$ cat config.mk
export PLATFORM = sky130hd
export DESIGN_NAME = add_arbiter
export DESIGN_NICKNAME = d
export VERILOG_FILES = /design/src/rtl/add_arb_pkg.sv /design/src/rtl/add.sv /design/src/rtl/add_rr_pick.sv /design/src/rtl/add_arbiter.sv
export SDC_FILE = /design/constraint.sdc
export NUM_CORES = 1
export LEC_CHECK = 0
export BUFFER_PORTS_ARGS = -buffer_cell sky130_fd_sc_hd__buf_2
export CORE_ASPECT_RATIO = 0.9
export CORE_MARGIN = 2
export CORE_UTILIZATION = 49
export DETAILED_ROUTE_END_ITERATION = 8
export PLACE_DENSITY_LB_ADDON = 0.12
export SLEW_MARGIN = 10
export SYNTH_ARGS = -nofsm -noshare
export SYNTH_HDL_FRONTEND = slang
export SYNTH_SLANG_ARGS = --single-unit
export TNS_END_PERCENT = 30
$ cat constraint.sdc
create_clock -name clock -period 7.9 [get_ports clock]
set_input_delay 0.79 -clock clock [delete_from_list [all_inputs] [get_ports clock]]
set_output_delay 0.79 -clock clock [all_outputs]
set_load 0.05 [all_outputs]
$ cat src/rtl/add_arb_pkg.sv
// Shared types and helpers for the round-robin adder arbiter.
// Holds the default parameters, the index-width helper and the tag
// record that follows each operation through the adder pipeline.
package add_arb_pkg;

  localparam int WIDTH_DEF   = 8;
  localparam int NREQ_DEF    = 4;
  localparam int LATENCY_DEF = 1;

  // The tag index field is sized for the largest legal requester count
  // (16), so one tag type serves every NREQ.
  localparam int TAG_IDX_W = 4;

  // Index width for n requesters; a single requester still gets one bit.
  function automatic int idx_w(input int n);
    return (n <= 2) ? 1 : $clog2(n);
  endfunction

  typedef struct packed {
    logic                 valid;
    logic [TAG_IDX_W-1:0] idx;
  } tag_t;

endpackage

$ cat src/rtl/add.sv
// Shared registered adder: out = (in0 + in1) mod 2^WIDTH after LATENCY clocks.
// Ports: clock; in0/in1 operands; out sum. No reset, no flow control --
// the caller tracks which outputs are meaningful.
module add #(
  parameter int WIDTH   = 8,
  parameter int LATENCY = 1
) (
  input  logic             clock,
  input  logic [WIDTH-1:0] in0,
  input  logic [WIDTH-1:0] in1,
  output logic [WIDTH-1:0] out
);

  logic [WIDTH-1:0] stage [LATENCY];

  // Carry out of the top bit is dropped by the WIDTH-bit destination.
  always_ff @(posedge clock) begin
    stage[0] <= in0 + in1;
    for (int s = 1; s < LATENCY; s++) begin
      stage[s] <= stage[s-1];
    end
  end

  assign out = stage[LATENCY-1];

endmodule

$ cat src/rtl/add_rr_pick.sv
// Combinational round-robin picker: first eligible requester at or after ptr.
// Ports: elig (eligible mask), ptr (highest-priority index) -> grant_oh
// (one-hot or zero), grant_idx (binary index), any (a grant exists).
module add_rr_pick
  import add_arb_pkg::*;
#(
  parameter int NREQ  = NREQ_DEF,
  parameter int IDX_W = idx_w(NREQ)
) (
  input  logic [NREQ-1:0]  elig,
  input  logic [IDX_W-1:0] ptr,
  output logic [NREQ-1:0]  grant_oh,
  output logic [IDX_W-1:0] grant_idx,
  output logic             any
);

  // Distance of the current best candidate from ptr, measured forward
  // with wrap; the eligible requester with the smallest distance wins.
  int best;

  always_comb begin
    grant_idx = '0;
    any       = 1'b0;
    best      = NREQ;
    for (int i = 0; i < NREQ; i++) begin
      if (elig[i] && (((i + NREQ - int'(ptr)) % NREQ) < best)) begin
        best      = (i + NREQ - int'(ptr)) % NREQ;
        grant_idx = IDX_W'(i);
        any       = 1'b1;
      end
    end
  end

  always_comb begin
    grant_oh = '0;
    for (int i = 0; i < NREQ; i++) begin
      grant_oh[i] = any && (grant_idx == IDX_W'(i));
    end
  end

endmodule

$ cat src/rtl/add_arbiter.sv
// Round-robin arbiter sharing one registered adder among NREQ requesters.
// Ports: clock, reset_n (sync, active-low); per requester req_valid/req_ready
// with packed operands req_in0/req_in1, and resp_valid/resp_ready/resp_data.
// A grant in cycle T yields resp_valid from T+LATENCY+1; each requester has
// at most one operation in flight or held, so a stalled responder blocks
// only itself.
module add_arbiter
  import add_arb_pkg::*;
#(
  parameter int WIDTH   = WIDTH_DEF,
  parameter int NREQ    = NREQ_DEF,
  parameter int LATENCY = LATENCY_DEF
) (
  input  logic                  clock,
  input  logic                  reset_n,
  input  logic [NREQ-1:0]       req_valid,
  output logic [NREQ-1:0]       req_ready,
  input  logic [NREQ*WIDTH-1:0] req_in0,
  input  logic [NREQ*WIDTH-1:0] req_in1,
  output logic [NREQ-1:0]       resp_valid,
  input  logic [NREQ-1:0]       resp_ready,
  output logic [NREQ*WIDTH-1:0] resp_data
);

  localparam int IDX_W = idx_w(NREQ);

  logic [NREQ-1:0]  pending;
  logic [NREQ-1:0]  elig;
  logic [NREQ-1:0]  grant_oh;
  logic [NREQ-1:0]  resp_hs;
  logic [NREQ-1:0]  capture_oh;
  logic [IDX_W-1:0] ptr;
  logic [IDX_W-1:0] grant_idx;
  logic             pick_any;
  logic             grant;
  logic [WIDTH-1:0] add_in0;
  logic [WIDTH-1:0] add_in1;
  logic [WIDTH-1:0] add_out;
  tag_t             tag_in;
  tag_t             tag_out;
  tag_t             tag_pipe [LATENCY];

  // A requester with an operation in flight or a held sum is masked out
  // until that sum is taken, which also keeps captures from overwriting.
  assign elig = req_valid & ~pending;

  add_rr_pick #(
    .NREQ  (NREQ),
    .IDX_W (IDX_W)
  ) u_pick (
    .elig      (elig),
    .ptr       (ptr),
    .grant_oh  (grant_oh),
    .grant_idx (grant_idx),
    .any       (pick_any)
  );

  // No handshakes are offered while reset is asserted.
  assign grant     = pick_any & reset_n;
  assign req_ready = reset_n ? grant_oh : '0;
  assign resp_hs   = resp_valid & resp_ready;

  // Steer the granted pair into the adder; idle cycles feed zeros.
  always_comb begin
    add_in0 = '0;
    add_in1 = '0;
    for (int i = 0; i < NREQ; i++) begin
      if (req_ready[i]) begin
        add_in0 = req_in0[i*WIDTH +: WIDTH];
        add_in1 = req_in1[i*WIDTH +: WIDTH];
      end
    end
  end

  add #(
    .WIDTH   (WIDTH),
    .LATENCY (LATENCY)
  ) u_add (
    .clock (clock),
    .in0   (add_in0),
    .in1   (add_in1),
    .out   (add_out)
  );

  // Ownership tag travels alongside the adder pipeline, stage for stage.
  always_comb begin
    tag_in       = '0;
    tag_in.valid = grant;
    tag_in.idx   = TAG_IDX_W'(grant_idx);
  end

  always_ff @(posedge clock) begin
    if (!reset_n) begin
      for (int s = 0; s < LATENCY; s++) begin
        tag_pipe[s] <= '0;
      end
    end else begin
      tag_pipe[0] <= tag_in;
      for (int s = 1; s < LATENCY; s++) begin
        tag_pipe[s] <= tag_pipe[s-1];
      end
    end
  end

  assign tag_out = tag_pipe[LATENCY-1];

  always_comb begin
    capture_oh = '0;
    for (int i = 0; i < NREQ; i++) begin
      capture_oh[i] = tag_out.valid && (tag_out.idx == TAG_IDX_W'(i));
    end
  end

  // Pointer, pending mask and response slots.
  always_ff @(posedge clock) begin
    if (!reset_n) begin
      ptr        <= '0;
      pending    <= '0;
      resp_valid <= '0;
      resp_data  <= '0;
    end else begin
      pending <= (pending | req_ready) & ~resp_hs;
      if (grant) begin
        ptr <= (grant_idx == IDX_W'(NREQ - 1)) ? '0 : grant_idx + 1'b1;
      end
      // Capture and drain on different slots proceed independently; a
      // capture onto a held slot cannot happen thanks to the pending mask.
      for (int i = 0; i < NREQ; i++) begin
        if (capture_oh[i]) begin
          resp_valid[i]                 <= 1'b1;
          resp_data[i*WIDTH +: WIDTH]   <= add_out;
        end else if (resp_hs[i]) begin
          resp_valid[i] <= 1'b0;
        end
      end
    end
  end

  a_grant_onehot : assert property (
    @(posedge clock) disable iff (!reset_n) $onehot0(req_ready));

  a_no_capture_on_held : assert property (
    @(posedge clock) disable iff (!reset_n) (capture_oh & resp_valid) == '0);

  a_no_grant_with_drain : assert property (
    @(posedge clock) disable iff (!reset_n) (req_ready & resp_hs) == '0);

endmodule

---- Word level (Yosys, flattened, before mapping) ----
Memories as Yosys holds them, arrays and structs flattened.
Cells that the tools add are included.
storage, ports and cells
  bits of input ports ..................... 74
  output and inout bits ................... 40
  memories ................................ 2
  bits in writable memories ............... 11
  flip-flop bits (word level) ............. 42
  logic and storage cells ................. 94
memory list
  memory       words  bits a word  read ports  clocked after memory_dff  wr ports  line               source
  u_add.stage  1      8            1           0                         1         add.sv:14          logic [WIDTH-1:0] stage [LATENCY];
  tag_pipe     1      3            1           0                         1         add_arbiter.sv:41  tag_t tag_pipe [LATENCY];
operators by class
  add/subtract/negate cells ............... 6
  multiplexer cells ....................... 32
  equal/unequal tests ..................... 6
  order comparisons ....................... 4
  bitwise logic cells ..................... 11
  reductions and logical operators ........ 23
operators with widths
  operator                                                     count
  less-than comparator 3 x 32 -> 1 bit                         3
  two-way mux 32 bit                                           3
  two-way mux 8 bit                                            8
  two-way mux 1 bit                                            16
  subtractor 3 x 2 -> 4 bit (first input constant)             4
  AND 4 bit                                                    3
  logical AND 1 bit                                            12
  adder 8 bit                                                  1
  == test 4 x 2 -> 1 bit (second input constant)               2
  inverter 4 bit                                               2
  nonzero test 2 bit                                           4
  OR reduction 2 bit                                           4
  two-way mux 2 bit                                            3
  AND 1 bit                                                    5
  == test 2 bit (second input constant)                        2
  == test 4 x 1 -> 1 bit (second input constant)               1
  zero test 4 bit                                              1
  less-than comparator 3 x 4 -> 1 bit (second input constant)  1
  two-way mux 4 bit                                            1
  OR 4 bit                                                     1
  two-way mux 3 bit                                            1
  OR reduction 3 bit                                           1
  adder 2 x 1 -> 2 bit (second input constant)                 1
  == test 2 x 1 -> 1 bit (second input constant)               1
  zero test 2 bit                                              1

---- Depth between registers and ports, before layout ----
Gate-level depths: netlist (run 1).
  word-level depth ........................ 23
  gate-level depth with buffers ........... 30
  mapped depth without buffers ............ 28

---- Hierarchy ----
A second synthesis (run 1) with hierarchy kept.
unflattened totals
  cell total of the unflattened synthesis .. 326
  area, all modules ....................... 3123.0 sq um
modules (own cells, without submodules)
  module       area an instance (sq um)  cells an instance  times used  sequential area each (sq um)
  add_arbiter  2412.3                    244                1           900.9
  add          491.7                     50                 1           160.2
  add_rr_pick  219.0                     32                 1           0.0

---- Least setup slack after synthesis (run 1) ----
Ideal clock, no wire load.
  kind .................................... input to register
  start point ............................. input port req_valid[1]
  end point ............................... memory u_add.stage[0][7]
  buffers on the path ..................... 3
  required time ........................... 7766 ps
  path slack .............................. 1748 ps
  stages on the path ...................... 26
  arrival time ............................ 6018 ps
  library setup time ...................... 134 ps
  cells stage by stage .................... nor2b_1 > nand2_1 > o21ai_0 > a21oi_1 > ha_1 > nor2_1 > a21o_1 > o21ai_1 > clkbuf_1 > o21ai_0 > ha_1 > a21boi_0 > o21a_1 > o21ai_0 > ha_1 > and3_1 > buf_2 > clkbuf_1 > a22o_1 > ha_1 > nand3_1 > o211ai_1 > o41a_1 > nor2b_1 > and3_1 > or4b_1
on the way
  elaborated cells on any way between the ends .. 32
  those cells by class .................... add/sub (1); order compare (2); eq/ne (3); mux (17); bitwise (1); reduce/logical (8)
RTL lines
  item                                  line               source
  start: declaration                    add_arbiter.sv:16  input logic [NREQ-1:0] req_valid,
  AND 4 bit *                           add_arbiter.sv:45  assign elig = req_valid & ~pending;
  logical AND 1 bit *                   add_rr_pick.sv:26  if (elig[i] && (((i + NREQ - int'(ptr)) % NREQ) < best)) begin
  two-way mux 32 bit                    add_rr_pick.sv:26
  less-than comparator 3 x 32 -> 1 bit  add_rr_pick.sv:26
  logical AND 1 bit                     add_rr_pick.sv:26
  two-way mux 32 bit                    add_rr_pick.sv:26
  less-than comparator 3 x 32 -> 1 bit  add_rr_pick.sv:26
  logical AND 1 bit                     add_rr_pick.sv:26
  two-way mux 2 bit                     add_rr_pick.sv:26
  == test 2 bit                         add_rr_pick.sv:37  grant_oh[i] = any && (grant_idx == IDX_W'(i));
  logical AND 1 bit *                   add_rr_pick.sv:37
  two-way mux 4 bit *                   add_arbiter.sv:60  assign req_ready = reset_n ? grant_oh : '0;
  named net req_ready[3]                add_arbiter.sv:17  output logic [NREQ-1:0] req_ready,
  two-way mux 8 bit                     add_arbiter.sv:68  if (req_ready[i]) begin
  adder 8 bit *                         add.sv:18          stage[0] <= in0 + in1;
  end: declaration                      add.sv:14
The timed path passes the listed nets; every way through them passes the cells marked *.

---- Final worst setup path (run 1) ----
  start point ............................. input port req_valid[0]
  end point ............................... memory u_add.stage[0][7]
on the way
  word-level cells in the longest chain between the ends .. 20
  elaborated cells on any way between the ends .. 36
  those cells by class .................... add/sub (1); order compare (3); eq/ne (3); mux (19); bitwise (1); reduce/logical (9)
RTL lines
  item                                  line
  AND 4 bit *                           add_arbiter.sv:45
  logical AND 1 bit *                   add_rr_pick.sv:26
  two-way mux 32 bit                    add_rr_pick.sv:26
  less-than comparator 3 x 32 -> 1 bit  add_rr_pick.sv:26
  logical AND 1 bit                     add_rr_pick.sv:26
  two-way mux 32 bit                    add_rr_pick.sv:26
  less-than comparator 3 x 32 -> 1 bit  add_rr_pick.sv:26
  logical AND 1 bit                     add_rr_pick.sv:26
  two-way mux 32 bit                    add_rr_pick.sv:26
  less-than comparator 3 x 32 -> 1 bit  add_rr_pick.sv:26
  logical AND 1 bit                     add_rr_pick.sv:26
  two-way mux 2 bit                     add_rr_pick.sv:26
  zero test 2 bit                       add_rr_pick.sv:37
  logical AND 1 bit                     add_rr_pick.sv:37
  two-way mux 4 bit *                   add_arbiter.sv:60
  two-way mux 8 bit (4 in series)       add_arbiter.sv:68
  adder 8 bit *                         add.sv:18
Every way passes the cells marked *; elsewhere a longest branch is shown, timed or not.

==> results of run 1 <==
==> cells in the mapped netlist, types with 2 or more instances <==
library cell  count
buf_2             7
a211oi_1          3
a22o_1           14
dfxtp_1          53
clkbuf_1         13
and3_1            4
nand3_1           5
a22oi_1           2
o211ai_1          2
inv_1             7
a21boi_0          2
o21ai_0           6
nor2b_1           5
ha_1             11
xnor2_1           7
o21a_1            5
nor3_1           16
o2bb2ai_1        14
nand4_1           2
mux2i_1           8
or2_2             2
xor2_1            2
nor3b_1           5
a21oi_1          49
nor2_1           40
nand2_1          60
nand2b_1          7
o22ai_1           2
==> power by group <==
| group | total [mW] | internal (mW) | switching, mW | leakage (nW) |
|---|---|---|---|---|
| logic | 0.812 | 0.316 | 0.496 | 1.14 |
| clock network | 0.180 | 0.0951 | 0.0851 | 0.0554 |
| registers | 0.389 | 0.330 | 0.0586 | 0.433 |
==> cell families after synthesis <==
family / count (synthesis) / synth area share, %
AOI/OAI and AO/OA: 109 / 24.8
adders and majority gates: 12 / 5.24
buffers and inverters: 29 / 3.91
muxes: 8 / 2.66
and+or+nand+nor: 159 / 25.5
DFF: 53 / 35.3
xor gates and xnor gates: 9 / 2.62
==> final timing paths <==
check | end | slack, ns
setup / recovery | u_add.stage[0][7] | 1.39
hold / removal | resp_data[9] | 0.45
setup reg to reg | u_add.stage[0][7] | 1.54
hold reg to reg | resp_data[9] | 0.45
==> cell type report <==
class	instances	area, um2
clock inverters	2	38.8
flip-flops and latches	53	1060
multi-input cells	297	1830
repair buffers	115	581
inverters	8	30.0
fillers	575	2310
clock buffers	6	72.6
well taps	72	90.1
==> worst max-delay path: cells and delay by family <==
family / cells / cell delay (ns)
buf+inv: 2 / 0.33
compound gates: 12 / 2.17
simple gates: 8 / 2.40
fa+ha+maj: 4 / 1.00
==> registers in the layout (all words and copies together) (netlist names) <==
signal / count
ptr: 2
resp_data: 32
u_add.stage: 8
tag_pipe: 3
pending: 4
resp_valid: 4
==> per-layer routing <==
layer	routed length (um)	GRT usage [%]	vias up	part of all wire, %
met3	488	4.10	19	6.3
li1	-	-	1540	-
met1	3390	30.3	1366	44
met4	175	6.88	0	2.3
met5	0	0	-	0
met2	3670	38.1	102	48
==> results.json, run 1 <==
{
  "status": "complete, no violations",
  "hold_buffers": 0,
  "cts-root-buf": "clkbuf_8",
  "die_w_um": 86.6,
  "hold_depth": 2,
  "netlist_top_cells_area": "dfxtp_1 (35%), a21oi_1 (8.2%), nand2_1 (7.5%), nor2_1 (5.0%), ha_1 (4.6%)",
  "grt_pass1_vias": 2839,
  "yosysUniqueCellTypes": 54,
  "grt_pass1_wl_mm": 12.6,
  "die_area_um2": 6780,
  "numCtsBuffers": 5,
  "tns_ns": 0,
  "hold_violations": 0,
  "p_leak_nw": 1.63,
  "dpl_worst_slack_ns": 1.11,
  "worstPathMaxFanout": 36,
  "antenna_found_initial": 0,
  "final_max_slew_viol_count": 0,
  "irDropWorstVdd_mv": 0.184,
  "diodes": 0,
  "synth_ff_type": "dfxtp_1",
  "postSynthCellCount": 379,
  "firstDrtPassIters": 4,
  "drc": 0,
  "cts.clk_slew.worst_paths_ns": 0.09,
  "dp_hpwl_mm": 6.05,
  "hold_class": "register to register",
  "synth_edf_count": 0,
  "dr_total_vias": 3027,
  "yosysSeqAreaShare_pct": 35.3,
  "start_util_pct": 50.0,
  "clk_latency_ns": 0.31,
  "cap_violations": 0,
  "final_cell_mix": "buf_2 (113), nand2_1 (60), dfxtp_1 (53)",
  "die_height_um": 78.3,
  "nets": 566,
  "ys_warn_count": 0,
  "startpoint": "req_valid[0]",
  "hold_slack_ns": 0.454,
  "placed_cells": 545,
  "row_count": 27,
  "layout-drive-gt1-share_pct": 28.3,
  "post-route-period-util_pct": 82.4,
  "power_density_nw_per_um2": 373,
  "cp_slowest_cell": "and3_1",
  "cp_slowest_stage_delay_ns": 0.89,
  "grt_max_degree": 44,
  "syn_avg_cell_area_um2": 7.94,
  "final_util_pct": 61.6,
  "cts-resized-gates": 0,
  "place.gp.congestion": 0.854,
  "layoutNonFillerInstCount": 553,
  "final.min_clock_period_ns": 6.51,
  "final_common_cell": "buf_2",
  "grt.total_usage_pct": 22.9,
  "h-tree-depth": 2,
  "p_total_mw": 1.38,
  "drt-initial-drc-count": 98,
  "portBuffers": 113,
  "synthArstFlopShare_pct": 0,
  "vias_per_cell": 5.47,
  "synth_top_area_share_pct": 35.3,
  "ff2ff_path_depth": 26,
  "cts_sinks": 53,
  "path_common_cell": "ha_1",
  "ant_nets": 0,
  "start_kind": "input port",
  "design_area_um2": 3700,
  "criticalPathCategory": "input port to register",
  "setup_viol": 0,
  "rsz0062_at_grt": "false",
  "fin_skew_ns": 0.0132,
  "relSlewSlack_pct": 24.6,
  "endpoint_kind": "register",
  "cp_data_arrival_time_ns": 6.69,
  "post_cts_buffers": 0,
  "critPathRequiredTime_ns": 8.08,
  "cts_buffer_depth": 2,
  "synth_seq_cells": 53,
  "tightest_slew_ns": 1.12,
  "worstReg2RegStart": "pending[0]",
  "fmax_mhz": 154,
  "coreArea_um2": 6010,
  "syn-num-nets": 465,
  "dpl_cell_area_um2": 3590,
  "post_drt_wl_per_cell_um": 14.0,
  "syn_area_um2": 3010,
  "setup_slack_ns": 1.39,
  "cts_tree": "done",
  "syn_to_final_growth_pct": 23.1,
  "synth_area_leader_cell": "dfxtp_1",
  "io_pins": 114,
  "wirelength_mm": 7.72,
  "grt-ovfl-total": 0,
  "hp-start": "resp_data[9]"
}
No activity file was read; power rests on OpenSTA's default activity.
==> inputs of run 2 (changes only) <==
clock period = 6.3 ns   (was 7.9 ns; I/O delays follow)
==> run 2 against run 1 <==
Against the previous run:
- die area stayed put
- power is 27% higher
- clock power is 29% higher
- critical path depth is 1 higher
- sequential share of layout area is 0.28 points lower
- clock skew is 0.0041 ns lower
- largest power group unchanged
- highest routed layer unchanged
==> results.json, run 2 (synthesis gave the netlist of run 1 again) <==
{
  "cts_buffer_depth": 2,
  "largest_reg_flops": 32,
  "dpl_cell_area_um2": 3620,
  "cts-resized-gates": 0,
  "die_height_um": 78.3,
  "tightest_slew_ns": 1.09,
  "hold_buffers": 0,
  "h-tree-depth": 2,
  "fmax_mhz": 179,
  "p_leak_nw": 1.64,
  "row_count": 27,
  "cts.clk_slew.worst_paths_ns": 0.09,
  "cts_tree": "done",
  "vias_per_cell": 5.48,
  "cts-root-buf": "clkbuf_8",
  "dr_total_vias": 3041,
  "dp_hpwl_mm": 6.00,
  "coreArea_um2": 6010,
  "firstDrtPassIters": 4,
  "multi_input_area_um2": 1830,
  "regMostFlops": "resp_data",
  "post-route-period-util_pct": 88.8,
  "wirelength_mm": 7.72,
  "post_drt_wl_per_cell_um": 13.9,
  "grt_max_degree": 44,
  "layoutNonFillerInstCount": 555,
  "cp_slowest_stage_delay_ns": 0.48,
  "layout-drive-gt1-share_pct": 28.8,
  "cts_sinks": 53,
  "io_pins": 114,
  "final_util_pct": 62.2,
  "hold_violations": 0,
  "irDropWorstVdd_mv": 0.173,
  "die_w_um": 86.6,
  "grt-ovfl-total": 0,
  "drt-initial-drc-count": 97,
  "power_density_nw_per_um2": 470,
  "grt_pass1_wl_mm": 12.6,
  "worstPathMaxFanout": 14,
  "diodes": 0,
  "cap_violations": 0,
  "cp_data_arrival_time_ns": 5.78,
  "relSlewSlack_pct": 26.7,
  "path_common_cell": "ha_1",
  "status": "complete, no violations",
  "tns_ns": 0,
  "rsz0062_at_grt": "false",
  "grt.total_usage_pct": 23.1,
  "final_cell_mix": "buf_2 (113), nand2_1 (60), dfxtp_1 (53)",
  "design_area_um2": 3740,
  "numCtsBuffers": 5,
  "worst-path-buf-inv": 1,
  "final.min_clock_period_ns": 5.59,
  "seq_area_um2": 1060,
  "hold_class": "register to register",
  "crit_family": "compound AO/OA/AOI/OAI gates",
  "nets": 568,
  "criticalPathCategory": "register to register",
  "critPathRequiredTime_ns": 6.48,
  "grt_pass1_vias": 2787,
  "placed_cells": 547,
  "num-fill-cells": 568,
  "place.gp.congestion": 0.851,
  "p_total_mw": 1.76,
  "portBuffers": 113,
  "final_common_cell": "buf_2",
  "fin_skew_ns": 0.00908,
  "syn_to_final_growth_pct": 24.3,
  "drc": 0,
  "final_max_slew_viol_count": 0,
  "endpoint_kind": "register",
  "cp_slowest_cell": "or4b_1",
  "start_util_pct": 50.0,
  "biggestRegsByFlops": "resp_data (32), u_add.stage (8)",
  "ant_nets": 0,
  "antenna_found_initial": 0,
  "start_kind": "register",
  "die_area_um2": 6780,
  "clk_latency_ns": 0.30,
  "setup_viol": 0,
  "post_cts_buffers": 0
}
==> run 2: cell count changes in the layout (fill, tap and decap cells not counted) <==
cell,before,now
buf_4,2,3
clkinvlp_4,0,1
clkbuf_1,1,0
clkbuf_8,5,6
clkinv_4,1,0
buf_12,0,1
==> run 2: routing by layer <==
layer  track usage, %  vias up  share of wire, %
met4             5.31        0              0.96
met3             4.10        6               4.7
met2             39.5       73                50
met5                0        -                 0
li1                 -     1548                 -
met1             30.3     1414                45
==> run 2: path summary, 6_finish.rpt <==
check / start / depth (start not counted) / endpoint / slack, ns
max: pending[0] / 27 / u_add.stage[0][7] / 0.71
min: resp_data[13] / 2 / resp_data[13] / 0.45
max reg2reg: pending[0] / 27 / u_add.stage[0][7] / 0.71
min reg2reg: resp_data[13] / 2 / resp_data[13] / 0.45
==> run 2: final cells by class <==
| class | instances | share of cell area [%] |
|---|---|---|
| clock buffer | 6 | 2.21 |
| sequential | 53 | 28.4 |
| timing repair buffer | 117 | 16.3 |
| tap | 72 | 2.41 |
| multi-input combinational | 297 | 48.9 |
| clock inverter | 2 | 1.00 |
| inverter | 8 | 0.803 |
==> run 2: metrics by stage <==
step / setup slack (ns) / hold slack, ns
2_1_floorplan: 0.308 / 0.458
3_3_place_gp: 0.627 / 0.439
3_5_place_dp: 0.430 / 0.444
4_1_cts: 0.714 / 0.457
5_1_grt: 0.157 / 0.480
6_report: 0.706 / 0.454
==> run 2: power by group <==
| part | internal, mW | total, mW | switching, mW | leakage, nW |
|---|---|---|---|---|
| registers | 0.414 | 0.490 | 0.0756 | 0.433 |
| logic | 0.407 | 1.03 | 0.627 | 1.15 |
| clock network | 0.129 | 0.233 | 0.104 | 0.0574 |
==> run 2: worst reg2reg max path: cells and delay by family (launching register included) <==
kind	cells	cell delay, ns
adders and majority gates	4	0.98
buffers and inverters	1	0.21
DFF	1	0.34
and+or+nand+nor	9	1.69
AOI/OAI and AO/OA	13	2.24
